[src/rtl/wb_port_arbiter.sv]
// Round-robin share of one scoreboard writeback port among NrReq FUs, each buffered by a DEPTH-entry FIFO.
// Optional macro WB_ARB_EX_PRIO_EN: heads carrying an exception win (lowest index) without moving the RR pointer.
module wb_port_arbiter #(
  parameter int unsigned NrReq       = 3,
  parameter int unsigned TransIdBits = 3,
  parameter int unsigned XLEN        = 64,
  parameter int unsigned DEPTH       = 2
) (
  input  logic                           clk_i,
  input  logic                           rst_ni,
  input  logic                           flush_i,
  input  logic [NrReq-1:0]               req_valid_i,
  output logic [NrReq-1:0]               req_ready_o,
  input  logic [NrReq*TransIdBits-1:0]   req_trans_id_i,
  input  logic [NrReq*XLEN-1:0]          req_data_i,
  input  logic [NrReq-1:0]               req_ex_valid_i,
  output logic                           wb_valid_o,
  output logic [TransIdBits-1:0]         wb_trans_id_o,
  output logic [XLEN-1:0]                wb_data_o,
  output logic                           wb_ex_valid_o,
  output logic [$clog2(NrReq)-1:0]       wb_src_o,
  output logic                           busy_o
);

  localparam int unsigned SrcW = $clog2(NrReq);
  localparam int unsigned PtrW = $clog2(DEPTH);
  localparam int unsigned CntW = PtrW + 1;

  logic [NrReq-1:0]       w_non_empty;
  logic [NrReq-1:0]       w_push;
  logic [NrReq-1:0]       w_pop;
  logic [NrReq-1:0]       w_head_ex;
  logic [TransIdBits-1:0] w_head_tid  [NrReq];
  logic [XLEN-1:0]        w_head_data [NrReq];

  logic [SrcW-1:0]        r_rr;
  logic [SrcW-1:0]        w_grant;
  logic [SrcW-1:0]        w_rr_grant;
  logic [SrcW-1:0]        w_ex_idx;
  logic [SrcW:0]          w_idx;
  logic                   w_rr_found;
  logic                   w_ex_grant;

  for (genvar gi = 0; gi < NrReq; gi++) begin : g_req
    logic [CntW-1:0]        r_cnt;
    logic [PtrW-1:0]        r_rptr;
    logic [PtrW-1:0]        r_wptr;
    logic [TransIdBits-1:0] r_tid_mem  [DEPTH];
    logic [XLEN-1:0]        r_data_mem [DEPTH];
    logic [DEPTH-1:0]       r_ex_mem;

    // Ready looks only at the registered count: a full FIFO stays not-ready even while popped.
    assign req_ready_o[gi] = (r_cnt != CntW'(DEPTH));
    assign w_non_empty[gi] = (r_cnt != '0);
    assign w_push[gi]      = req_valid_i[gi] && req_ready_o[gi] && !flush_i;
    assign w_pop[gi]       = wb_valid_o && (w_grant == SrcW'(gi));
    assign w_head_tid[gi]  = r_tid_mem[r_rptr];
    assign w_head_data[gi] = r_data_mem[r_rptr];
    assign w_head_ex[gi]   = r_ex_mem[r_rptr];

    always_ff @(posedge clk_i or negedge rst_ni) begin
      if (!rst_ni) begin
        r_cnt  <= '0;
        r_rptr <= '0;
        r_wptr <= '0;
      end else if (flush_i) begin
        r_cnt  <= '0;
        r_rptr <= '0;
        r_wptr <= '0;
      end else begin
        if (w_push[gi]) r_wptr <= r_wptr + PtrW'(1);
        if (w_pop[gi])  r_rptr <= r_rptr + PtrW'(1);
        if (w_push[gi] && !w_pop[gi])      r_cnt <= r_cnt + CntW'(1);
        else if (w_pop[gi] && !w_push[gi]) r_cnt <= r_cnt - CntW'(1);
      end
    end

    always_ff @(posedge clk_i) begin
      if (w_push[gi]) begin
        r_tid_mem[r_wptr]  <= req_trans_id_i[gi*TransIdBits +: TransIdBits];
        r_data_mem[r_wptr] <= req_data_i[gi*XLEN +: XLEN];
        r_ex_mem[r_wptr]   <= req_ex_valid_i[gi];
      end
    end
  end

  always_comb begin
    w_rr_grant = '0;
    w_rr_found = 1'b0;
    w_idx      = '0;
    for (int k = 0; k < NrReq; k++) begin
      w_idx = {1'b0, r_rr} + (SrcW+1)'(k);
      if (w_idx >= (SrcW+1)'(NrReq)) w_idx = w_idx - (SrcW+1)'(NrReq);
      if (!w_rr_found && w_non_empty[w_idx[SrcW-1:0]]) begin
        w_rr_found = 1'b1;
        w_rr_grant = w_idx[SrcW-1:0];
      end
    end
  end

  always_comb begin
    w_ex_grant = 1'b0;
    w_ex_idx   = '0;
`ifdef WB_ARB_EX_PRIO_EN
    for (int k = NrReq - 1; k >= 0; k--) begin
      if (w_non_empty[k] && w_head_ex[k]) begin
        w_ex_grant = 1'b1;
        w_ex_idx   = SrcW'(k);
      end
    end
`else
    w_ex_grant = 1'b0;
    w_ex_idx   = '0;
`endif
  end

  assign w_grant    = w_ex_grant ? w_ex_idx : w_rr_grant;
  assign wb_valid_o = (|w_non_empty) && !flush_i;
  assign busy_o     = |w_non_empty;

  always_comb begin
    wb_trans_id_o = '0;
    wb_data_o     = '0;
    wb_ex_valid_o = 1'b0;
    wb_src_o      = '0;
    if (wb_valid_o) begin
      wb_trans_id_o = w_head_tid[w_grant];
      wb_data_o     = w_head_data[w_grant];
      wb_ex_valid_o = w_head_ex[w_grant];
      wb_src_o      = w_grant;
    end
  end

  // Exception-priority grants leave the round-robin pointer where it was.
  always_ff @(posedge clk_i or negedge rst_ni) begin
    if (!rst_ni) begin
      r_rr <= '0;
    end else if (flush_i) begin
      r_rr <= '0;
    end else if (wb_valid_o && !w_ex_grant) begin
      r_rr <= (w_grant == SrcW'(NrReq - 1)) ? '0 : w_grant + SrcW'(1);
    end
  end

endmodule

[config.mk]
export PLATFORM = sky130hd
export DESIGN_NAME = wb_port_arbiter
export DESIGN_NICKNAME = d
export VERILOG_FILES = /design/src/rtl/wb_port_arbiter.sv
export SDC_FILE = /design/constraint.sdc
export NUM_CORES = 1
export LEC_CHECK = 0
export BUFFER_PORTS_ARGS = -buffer_cell sky130_fd_sc_hd__buf_2
export CORE_MARGIN = 5
export CORE_UTILIZATION = 44
export DETAILED_ROUTE_END_ITERATION = 10
export PLACE_DENSITY = 0.69
export SYNTH_ARGS = -nofsm -noshare
export SYNTH_HDL_FRONTEND = slang
export SYNTH_SLANG_ARGS = --single-unit
[constraint.sdc]
create_clock -name clk_i -period 7.7 [get_ports clk_i]
set_input_delay 0.77 -clock clk_i [delete_from_list [all_inputs] [get_ports clk_i]]
set_output_delay 0.77 -clock clk_i [all_outputs]
set_load 0.03 [all_outputs]
* After elaboration in Yosys (flattened, before gate mapping)
Memory sizes are Yosys's and may differ from the RTL's.
Index checks and enable logic that the tools add are counted.
** Storage, ports and cells
- Bits in registers :: 20
- Bits of input ports :: 210
- Output and inout bits :: 75
- Logic and storage cells :: 176
- Memories :: 6
- Memory bits (writable) :: 402
** Memories
- g_req[0].r_data_mem :: words 2, width 64, rd ports 1, clocked after memory_dff 0, write ports 1, line 49 : logic [XLEN-1:0] r_data_mem [DEPTH];
- g_req[1].r_data_mem :: words 2, width 64, rd ports 1, clocked after memory_dff 0, write ports 1, line 49
- g_req[2].r_data_mem :: words 2, width 64, rd ports 1, clocked after memory_dff 0, write ports 1, line 49
- g_req[0].r_tid_mem :: words 2, width 3, rd ports 1, clocked after memory_dff 0, write ports 1, line 48 : logic [TransIdBits-1:0] r_tid_mem [DEPTH];
- g_req[1].r_tid_mem :: words 2, width 3, rd ports 1, clocked after memory_dff 0, write ports 1, line 48
- g_req[2].r_tid_mem :: words 2, width 3, rd ports 1, clocked after memory_dff 0, write ports 1, line 48
** Operators by class
- Order comparisons :: 17
- Reduce and logical (&&, ||, !) cells :: 45
- Add/subtract/negate cells :: 18
- Bitwise operators :: 1
- Equal/unequal tests :: 5
- Multiplexer cells :: 71
** Operators by type and width (number)
- 64-bit two-way mux :: 3
- 64-bit binary-select mux with 2-bit select :: 1
- 2-bit two-way mux :: 19
- 1-bit two-way mux :: 34
- 1-bit logical AND :: 21
- 2-bit nonzero test :: 10
- 1-bit by 2-bit less-than comparator with 1-bit output (second input constant) :: 6
- 2-bit by 3-bit less-than comparator with 1-bit output (second input constant) :: 4
- 1-bit logical NOT :: 9
- 3-bit two-way mux :: 3
- 3-bit nonzero test :: 3
- 2-bit by 1-bit adder with 2-bit output (second input constant) :: 4
- 1-bit binary-select mux with 2-bit select :: 4
- 1-bit adder (second input constant) :: 6
- 3-bit binary-select mux with 2-bit select :: 1
- 2-bit bitwise mux :: 3
- 3-bit by 2-bit greater-or-equal comparator with 1-bit output (second input constant) :: 2
- 2-bit inequality test (second input constant) :: 3
- 2-bit by 1-bit subtractor with 2-bit output (second input constant) :: 3
- 2-bit subtractor (second input constant) :: 3
- 2-bit by 1-bit adder with 3-bit output (second input constant) :: 1
- 2-bit by 2-bit adder with 3-bit output (second input constant) :: 1
- 1-bit demux with 1-bit select :: 3
- 1-bit greater-or-equal comparator (second input constant) :: 3
- other kinds (7) :: 7

* Longest topological paths before layout
- Depth in word-level cells :: 17
- Mapped depth :: 11
- Mapped depth without buffers :: 8

* Worst setup path before layout
No wires, ideal clock.
- Kind :: input-to-reg
- From :: input flush_i
- To :: memory g_req[0].r_data_mem[1][0], enable pin
- Slack :: 0.973 ns
- Stages on the path :: 3
- Arrival :: 6.135 ns
- Path through :: clkbuf_1 clkbuf_1 nor3b_1
** On the way
- Longest elaborated chain between the ends :: 4
** RTL lines
- start, declared :: line 11 : input logic flush_i,
- 1-bit logical NOT :: line 55 : assign w_push[gi] = req_valid_i[gi] && req_ready_o[gi] && !flush_i;
- 1-bit logical AND :: line 55
- 1-bit two-way mux :: line 79 : if (w_push[gi]) begin
- 1-bit two-way mux (implied by the code) :: line 81 : r_data_mem[r_wptr] <= req_data_i[gi*XLEN +: XLEN];
- end, declared :: line 49
No other way between the ends.

* Worst setup path in the final report
- From :: register r_rr[0]
- To :: output wb_trans_id_o[2]
** On the way
- Longest elaborated chain between the ends :: 16
** RTL lines
- start, declared :: line 36 : logic [SrcW-1:0] r_rr;
- start signal, assigned :: line 141 : r_rr <= (w_grant == SrcW'(NrReq - 1)) ? '0 : w_grant + SrcW'(1);
- branches (longest 10 deep; another with 2-bit by 1-bit adder with 3-bit output)
- 2-bit two-way mux (*) :: line 94 : if (!w_rr_found && w_non_empty[w_idx[SrcW-1:0]]) begin
- 2-bit NOT with 3-bit output (implied by the code) (*) :: line 127 : wb_trans_id_o = w_head_tid[w_grant];
- 3-bit binary-select mux with 2-bit select (*) :: line 127
- 3-bit two-way mux (implied by the code) (*) (2 in series) :: line 127
- 3-bit two-way mux (*) :: line 126 : if (wb_valid_o) begin
- end, declared :: line 18 : output logic [TransIdBits-1:0] wb_trans_id_o,
Every way passes the cells marked *. The select of a mux whose other input is x is not followed.

==> reports/metrics.yaml <==
finish:
  final_cell_area_um2: 20400
  drive_gt1_share_pct: 37.0
  multi_input_area_um2: 4100
  nets: 1431
  area_growth_pct: 20.6
  register_area_um2: 12600
  fillCellCount: 3051
synthesis:
  ys_seq_elements: 422
  synth.area.top_cells: "edfxtp_1 (72%), mux2i_1 (12%), mux2_2 (4.0%), o22ai_1 (2.2%), dfrtp_1 (2.1%)"
  ys.flop_type: "edfxtp_1"
  async_reset_ff_share_pct: 3.32
  yosys.area.top_type: "edfxtp_1"
  yosysWarnings: 0
  synth_most_common_cell: "edfxtp_1"
  syn_area_per_cell_um2: 18.4
  synth_nets: 1135
  netlist_area_um2: 16900
  synth_cell_types: 54
  synthTopCellsByCount: "edfxtp_1 (408), mux2i_1 (207), mux2_2 (60), o22ai_1 (60), clkbuf_1 (32)"
  netlist_instances: 921
  ys_seq_area_share_pct: 74.4
  synth_top_area_share_pct: 72.3
  synth_edf_count: 408
clock_tree:
  cts.sinks: 422
  numCtsBuffers: 45
  clkLatencyLatePin_ps: 550
  cts_resized: 0
  cts_tree: "yes"
  cts_buffer_depth: 3
  postCtsSetupBuffers: 0
  ctsHoldBuffers: 0
  cts_root_buffer: "clkbuf_16"
  path_clk_slew_ps: 60
  cts_htree_levels: 2
global_routing:
  grt.total_usage_pct: 18.1
  grt_max_degree: 69
  grt_pass1_vias: 9820
  antenna_found_initial: 10
  grt_overflow: 0
  grt_pass1_wl_um: 58000
floorplan:
  rows: 71
  ios: 285
  dieArea_um2: 42500
  die_h_um: 206
  start_util_pct: 44.8
  die_w_um: 206
  coreArea_um2: 37800
setup_path:
  path_class: "flip-flop to output port"
  crit_slowest_cell: "nand2_4"
  ff2ff_setup_slack_ps: 5220
  crit_path_start_kind: "flip-flop"
  reg2reg_depth: 5
  cp.required_ps: 6930
  critPathArrivalTime_ps: 4030
  end_kind: "output port"
  crit_path_max_incr_delay_ps: 650
  cp_max_fo: 68
  path_cells: "inv_1, ha_1, nor2b_1, o22ai_4, o2111a_2, nor2_4, buf_4, nand2_4, o22ai_1, buf_2"
detailed_routing:
  route.met3.wl_um: 2500
  drc: 0
  drt_pass1_iterations: 4
  wl_met2_um: 19900
  drt_wl_total_um: 39000
  top_layer_used: "met5"
  num_vias: 9287
  final_antenna_net_count: 0
  wl_met1_um: 16000
  wl_per_cell_um: 22.1
  viasPerCell: 5.25
  drt-initial-drc-count: 470
sta:
  period_needed_ps: 4800
  setup_viol: 0
  skew_ps: 16.4
  rsz0062_at_grt: "false"
  layout_setup_ws_ps: 2900
  finalHoldViolCount: 0
  fmax_mhz: 208
  finalCritPeriodShare_pct: 62.4
  maxSlewHeadroom_pct: 35.4
  max_slew.worst_pin.slew_ps: 969
  tns_ps: 0
  drv_slew: 0
status:
  outcome: "completed"
placement:
  postPlaceCellArea_um2: 18900
  portBuffers: 284
  dp_slack_ps: 3540
  dpl.hpwl_um: 25200
  place_congestion: 0.792
pwr:
  peakVddDrop_v: 0.000297
  p_leak_nw: 7.21
  powerDensity_nw_per_um2: 386
job:
  drv_cap: 0
hold_path:
  hp-class: "input port to asynchronous set/reset pin"
==> worst paths after layout <==
path | to | from
max reg2reg | g_req[1].r_data_mem[1][61] | g_req[1].r_cnt[0]
min in group clk_i | g_req[0].r_data_mem[1][20] | req_data_i[20]
min | g_req[2].r_cnt[0] | rst_ni
max | wb_trans_id_o[2] | r_rr[0]
min reg2reg | g_req[0].r_wptr | g_req[0].r_wptr
max in group asynchronous | g_req[2].r_rptr | rst_ni
==> cell usage in the layout (no fill, tap or decap), types with 5 or more instances in the layout <==
| cell type | instances |
|---|---|
| edfxtp_1 | 408 |
| buf_2 | 284 |
| mux2i_1 | 207 |
| o22ai_1 | 60 |
| mux2_2 | 60 |
| clkbuf_16 | 47 |
| buf_4 | 17 |
| nor2_1 | 15 |
| dfrtp_1 | 11 |
| clkbuf_1 | 10 |
| clkinv_1 | 10 |
| mux2_4 | 9 |
| o22ai_2 | 9 |
| clkinv_2 | 7 |
| nand2_1 | 6 |
| xor2_1 | 6 |
| bufinv_16 | 6 |
| inv_1 | 5 |
==> power by group <==
part           total, mW  internal (mW)  leakage, nW  switching [mW]
Sequential          2.93           2.76         3.92           0.173
Combinational       2.79           1.06         2.55            1.73
Clock               2.17           1.33        0.739           0.840
==> sequential cells by signal, indices dropped and copies added (netlist names) <==
signal / cells
g_req.r_rptr: 3
g_req.r_wptr: 3
r_rr: 2
g_req.r_data_mem: 384
g_req.r_tid_mem: 18
g_req.r_cnt: 6
g_req.r_ex_mem: 6
==> logic make-up after synthesis <==
group / Yosys count / synth area share, %
mux: 276 / 17.0
xor+xnor: 8 / 0.414
fa+ha+maj: 4 / 0.295
simple gates: 58 / 1.95
buf+inv: 57 / 1.65
flops: 422 / 74.4
compound gates: 96 / 4.30
==> routing by layer <==
metal | vias up | GRT usage (%)
li1 | 4288 | -
met1 | 4667 | 22.5
met2 | 257 | 31.5
met3 | 59 | 5.26
met4 | 16 | 3.94
met5 | - | 0
==> critical path, delay by kind of cell (launching register included) <==
| kind | cells | cell delay, ps |
|---|---|---|
| AOI/OAI and AO/OA | 3 | 720 |
| buffers and inverters | 3 | 840 |
| and+or+nand+nor | 3 | 1070 |
| DFF | 1 | 390 |
| adders and majority gates | 1 | 400 |
==> per-stage QoR <==
stage,instances,total power [mW],util [%],hold WS (ps)
floorplan,921,5.05,-,474
global placement,1681,5.77,50.0,552
detailed placement,1681,5.80,50.0,583
CTS,1765,7.99,54.0,86.8
global route,1767,8.26,54.0,108
finish,1769,7.89,54.0,120
==> cell type report <==
class	instances	area share, %
Tap cell	511	3.13
Inverter	5	0.0918
Antenna cell	4	0.0490
Sequential cell	422	61.7
Clock buffer	58	6.00
Clock inverter	26	1.36
Timing Repair Buffer	301	7.58
Multi-Input combinational cell	442	20.1
(Power assumes the default switching activity.)
